==> src/rtl/simon_ctrl_fsm.sv <==
// Control sequencer for the Simon cipher: key-schedule generation, then
// ROUNDS encrypt/decrypt rounds, with a cached schedule and an output handshake.
module simon_ctrl_fsm #(
    parameter int ROUNDS  = 32,
    parameter int ROUND_W = 5
) (
    input  logic               clk,
    input  logic               res,
    input  logic               start,
    input  logic               ctrl,
    input  logic               key_load,
    input  logic               key_done,
    input  logic               out_ready,
    output logic [4:0]         state,
    output logic               key_gen_start,
    output logic               key_gen_en,
    output logic               round_en,
    output logic [ROUND_W-1:0] round,
    output logic               busy,
    output logic               keys_valid,
    output logic               out_valid
);

    localparam logic [4:0] S_IDLE   = 5'b00001;
    localparam logic [4:0] S_KEYGEN = 5'b00010;
    localparam logic [4:0] S_ENC    = 5'b00100;
    localparam logic [4:0] S_DEC    = 5'b01000;
    localparam logic [4:0] S_DONE   = 5'b10000;

    localparam logic [ROUND_W-1:0] LAST = ROUND_W'(ROUNDS - 1);
    localparam logic [ROUND_W-1:0] ONE  = ROUND_W'(1);

    logic [4:0]         state_q;
    logic [4:0]         state_d;
    logic               mode_q;
    logic [ROUND_W-1:0] cnt_q;
    logic               kgs_q;
    logic               kv_q;
    logic               in_round;
    logic               take;

    assign in_round = (state_q == S_ENC) || (state_q == S_DEC);
    assign take     = (state_q == S_IDLE) && start;

    // State register
    always_ff @(posedge clk) begin
        if (res) begin
            state_q <= S_IDLE;
        end else begin
            state_q <= state_d;
        end
    end

    // Next-state logic; mode is latched on the same edge, so IDLE uses ctrl
    always_comb begin
        state_d = S_IDLE;
        case (state_q)
            S_IDLE: begin
                if (!start)
                    state_d = S_IDLE;
                else if (!kv_q)
                    state_d = S_KEYGEN;
                else
                    state_d = ctrl ? S_DEC : S_ENC;
            end
            S_KEYGEN: begin
                if (key_done && !key_load)
                    state_d = mode_q ? S_DEC : S_ENC;
                else
                    state_d = S_KEYGEN;
            end
            S_ENC, S_DEC: begin
                state_d = (cnt_q == LAST) ? S_DONE : state_q;
            end
            S_DONE: begin
                state_d = out_ready ? S_IDLE : S_DONE;
            end
            default: state_d = S_IDLE;
        endcase
    end

    // Mode latch, round counter, schedule-valid flag and key_gen_start pulse
    always_ff @(posedge clk) begin
        if (res) begin
            mode_q <= 1'b0;
            cnt_q  <= '0;
            kgs_q  <= 1'b0;
            kv_q   <= 1'b0;
        end else begin
            kgs_q <= (take && !kv_q)
                  || ((state_q == S_KEYGEN) && key_load);
            if (take)
                mode_q <= ctrl;
            if (take)
                cnt_q <= '0;
            else if (in_round)
                cnt_q <= (cnt_q == LAST) ? '0 : cnt_q + ONE;
            if (state_q == S_KEYGEN) begin
                if (key_load)
                    kv_q <= 1'b0;
                else if (key_done)
                    kv_q <= 1'b1;
            end else if (key_load) begin
                kv_q <= 1'b0;
            end
        end
    end

    // Outputs decoded from registered state only
    always_comb begin
        key_gen_en = 1'b0;
        round_en   = 1'b0;
        round      = '0;
        out_valid  = 1'b0;
        case (state_q)
            S_KEYGEN: key_gen_en = 1'b1;
            S_ENC: begin
                round_en = 1'b1;
                round    = cnt_q;
            end
            S_DEC: begin
                round_en = 1'b1;
                round    = LAST - cnt_q;
            end
            S_DONE:  out_valid = 1'b1;
            default: ;
        endcase
    end

    assign state         = state_q;
    assign busy          = (state_q != S_IDLE);
    assign key_gen_start = kgs_q;
    assign keys_valid    = kv_q;

endmodule

==> config.mk <==
export PLATFORM = sky130hd
export DESIGN_NAME = simon_ctrl_fsm
export DESIGN_NICKNAME = d
export VERILOG_FILES = /design/src/rtl/simon_ctrl_fsm.sv
export SDC_FILE = /design/constraint.sdc
export NUM_CORES = 1
export LEC_CHECK = 0
export ABC_AREA = 1
export CAP_MARGIN = 15
export CORE_ASPECT_RATIO = 1.2
export CORE_UTILIZATION = 34
export CTS_CLUSTER_DIAMETER = 100
export DETAILED_ROUTE_END_ITERATION = 8
export GPL_TIMING_DRIVEN = 0
export PLACE_DENSITY_LB_ADDON = 0.08
export REMOVE_ABC_BUFFERS = 1
export SLEW_MARGIN = 10
export SYNTH_ARGS = -nofsm -noshare
export SYNTH_HDL_FRONTEND = slang
export SYNTH_SLANG_ARGS = --single-unit
==> constraint.sdc <==
create_clock -name clk -period 2.8 [get_ports clk]
set_clock_uncertainty 0.05 [all_clocks]
set_input_delay 0.42 -clock clk [delete_from_list [all_inputs] [get_ports clk]]
set_output_delay 0.42 -clock clk [all_outputs]
set_load 0.02 [all_outputs]
* Yosys cells after proc, flatten, opt, wreduce, memory -nomap -nowiden
Cells that the tools add are included.
** Word-level totals
- Register bits after elaboration :: 13
- Input port bits :: 7
- Output and inout bits :: 16
** Operators by class
- Reduce and logical (&&, ||, !) cells :: 13
- Add/sub/neg operators :: 2
- Equal/unequal tests :: 8
- Muxes and demuxes :: 17
** Operators by type and width (count)
- 4-bit two-way mux :: 5
- 5-bit one-hot mux with 4 select lines :: 1
- 5-bit two-way mux :: 3
- 5-bit equality test, second input constant :: 2
- 5-bit one-hot mux with 2 select lines :: 1
- 1-bit two-way mux :: 7
- 5-bit by 1-bit adder with 5-bit output, second input constant :: 1
- 5-bit by 1-bit equality test with 1-bit output, second input constant :: 1
- 5-bit by 2-bit equality test with 1-bit output, second input constant :: 1
- 5-bit by 3-bit equality test with 1-bit output, second input constant :: 1
- 5-bit by 4-bit equality test with 1-bit output, second input constant :: 1
- 5-bit by 1-bit != test with 1-bit output, second input constant :: 1
- 5-bit subtractor, first input constant :: 1
- 1-bit logical AND :: 4
- 2-bit nonzero test :: 2
- 2-bit OR reduction :: 2
- 1-bit logical NOT :: 2
- 1-bit logical OR :: 2
- 2-bit by 1-bit != test with 1-bit output, second input constant :: 1
- 2-bit AND reduction :: 1

* Logic depth before layout (Yosys ltp)
- Depth after elaboration :: 4
- Gate-level depth with buffers :: 9

* Least setup slack after synthesis
No wires, ideal clock.
- Kind :: register to output
- Start point :: reg state_q[0] (netlist: state[0])
- End point :: out round[0]
- Slack :: 0.955 ns
- Cell stages (with the launch flop) :: 6
- Arrival time :: 1.375 ns
- Cells stage by stage :: dfxtp_1 nor2_4 nand2_2 inv_1 nand2_1 o21ai_0
** On the way
- Cells in the longest elaborated chain, start to end :: 2
- Elaborated cells between the ends (all ways) :: 3
- Classes of those cells :: eq/ne (2); mux (1)
** RTL lines
- start, declared :: line 33 : logic [4:0] state_q;
- start signal, assigned :: line 50 : state_q <= state_d;
- 5-bit by 4-bit equality test with 1-bit output / 5-bit by 3-bit equality test with 1-bit output (equally long branches) :: line 115 : case (state_q)
- 5-bit one-hot mux with 2 select lines (*) :: line 115
- end, declared :: line 18 : output logic [ROUND_W-1:0] round,
Every way passes the cells marked *; elsewhere a longest branch is shown, timed or not.

* Final worst setup path
- Start point :: reg state_q[0] (netlist: state[0])
- End point :: out round[2]
The elaborated chain is that of the path after synthesis.

==> results.cfg <==
[grt]
grt_first_pass_wirelength_um = 2910
grt_pass1_vias = 711
gr-total-overflow = 0
grt_max_degree = 8
grt_antenna_before_repair = 0
track_usage_pct = 15.0

[timing]
fin_crit_sh_pct = 85.5
setup_viol = 0
relSlewSlack_pct = 81.2
slew_viol_final = 0
finalSetupTns_ps = 0
rsz0062_at_grt = false
whs_ps = 434
worst_slew_pin_slew_ps = 281
worst_slack_ps = 405
min_period_ps = 2390
hold_viol = 0
fmax_mhz = 418

[final_layout]
area_growth_syn_to_layout_pct = 33.8
nNetsFinal = 159
layout-drive-gt1-share_pct = 11.4
final_common_cell = nand2_1
antenna-diode-count = 0
finalNonFillerCells = 180
final.fill_count = 256
layout_common_cells = 28 x nand2_1, 22 x clkdlybuf4s50_1, 19 x inv_1

[worst_setup_path]
cp_top_family = buffers and inverters
cp_slowest_stage_delay_ps = 610
r2r-start = cnt_q[1]
endpoint_kind = primary output
cp-start-kind = register
crit_buf_inv = 2
arrival_ps = 1920
r2r_setup_slack_ps = 1270
crit_required_ps = 2330
critPathKind = register to primary output
worst_path_max_delay_cell = clkdlybuf4s50_1
crit_start = state[0]
critPathMaxFanout = 5
path_cells = nor2_4 > nand2_2 > inv_1 > nand2_1 > a21oi_1 > clkdlybuf4s50_1

[cts]
cts_tree = yes
clkSinkCount = 13
cts_buffers = 3
htreeDepth = 1
clk_latency_ps = 270
cts_root_buf = clkbuf_4
clockBufferDepth = 2
clk_pin_slew_ps = 70
cts_hold_buf = 0
cts_resized = 0
post_cts_buffers = 0

[synth]
synth_area_um2 = 828
syn_area_per_cell_um2 = 6.68
synth_cell_types = 21
synth-seq-cells = 13
yosysSeqAreaShare_pct = 31.4
synthFlopType = dfxtp_1
ys_warn_count = 0
synth-edff-count = 0
ys_async_sr_fraction_pct = 0
syn-instance-count = 124

[drt]
first_iter_violations = 12
vias_per_cell = 4.61
firstDrtPassIters = 4
drt_wl_total_um = 1740
route.detailed.drc = 0
vias = 829
wire_per_inst_um = 9.66
detail-route-antenna-nets = 0

[placed_design]
gp_congestion = 0.762
dp.final_hpwl_um = 1400
port_buffers = 22
dp_cells = 176
pre_cts_slack_ps = 684

[flow_run]
maxCapViolCount = 0

[floorplanning]
die_h_um = 56.1
ios = 23
initial_utilization_pct = 35.9
die_x_um = 47.1
row_count = 19
coreArea_um2 = 2310
die_area_um2 = 2640

[status]
status = completed

[power]
powerDensity_nw_per_um2 = 353
power.leakage_nw = 0.449
seq_power_share_pct = 50.4
internal-power_mw = 0.282
switching_share_pct = 27.9
total_power_mw = 0.391
combPwrFrac_pct = 21.2
p_sw_mw = 0.109
power_frac_clock_pct = 28.4
irDropWorstVdd_uv = 239

[worst_hold_path]
hold_class = register to register
hold_path.startpoint = mode_q
-- cell usage after synthesis (2+ instances only) --
cell type | instances | area share, %
nand4_1 | 3 | 2.3
o21ai_0 | 4 | 2.4
nand3_1 | 12 | 7.3
dfxtp_1 | 13 | 31
nor2_1 | 13 | 5.9
ha_1 | 2 | 3.0
inv_1 | 19 | 8.6
nor2_4 | 4 | 5.4
a21oi_1 | 11 | 6.6
nand2_4 | 2 | 2.7
inv_2 | 2 | 0.91
nand2_2 | 3 | 2.3
nand2_1 | 28 | 13
-- layer usage --
layer	track usage [%]	vias to the layer above	part of all wire (%)
met5	0	-	0
met4	6.12	0	1.6
met3	1.95	5	3.7
met2	23.4	21	46
met1	20.1	359	49
li1	-	444	-
-- cell type report --
type | instances | area [um2] | area share, %
multi-input cells | 89 | 484 | 43.7
well taps | 31 | 38.8 | 3.50
flip-flops and latches | 13 | 260 | 23.5
repair buffers | 22 | 220 | 19.9
inverters | 21 | 78.8 | 7.11
clock buffers | 4 | 26.3 | 2.37
-- cell families (layout without fill, tap and decap cells) --
group           after synthesis  in the layout  synth area share [%]
simple gates                 68             68                  40.8
buf+inv                      22             47                  10.1
compound gates               18             18                  13.6
flops                        13             13                  31.4
fa+ha+maj                     2              2                  3.02
xor+xnor                      1              1                  1.06
-- metrics by stage --
stage,utilization [%],cell area [um2]
detailed placement,46.9,1080
floorplan,-,823
global placement,46.9,1080
finish,48.1,1110
CTS,48.1,1110
global route,48.1,1110
-- worst paths after layout --
| check | endpoint | depth (start not counted) |
|---|---|---|
| setup / recovery | round[2] | 6 |
| hold / removal | mode_q | 2 |
| hold reg to reg | mode_q | 2 |
| setup reg to reg | state[2] | 9 |
-- flip-flops by register name, summed over array words and instances, names as in the netlist --
| name | cells |
|---|---|
| key_gen_start | 1 |
| keys_valid | 1 |
| state | 5 |
| cnt_q | 5 |
| mode_q | 1 |
-- power by group through the flow --
stage          Combinational (mW)  Clock (mW)  Sequential, mW
5_1_grt                    0.0918       0.124           0.198
4_1_cts                    0.0841       0.115           0.198
3_3_place_gp               0.0837           0           0.202
3_5_place_dp               0.0835           0           0.202
6_report                   0.0830       0.111           0.197
2_1_floorplan              0.0443           0           0.207
-- worst min-delay path, delay by kind of cell, from the launching register on --
family	cells	cell delay (ps)
buf+inv	1	70
flops	1	310
compound gates	1	60
No activity file was read; power rests on OpenSTA's default activity.
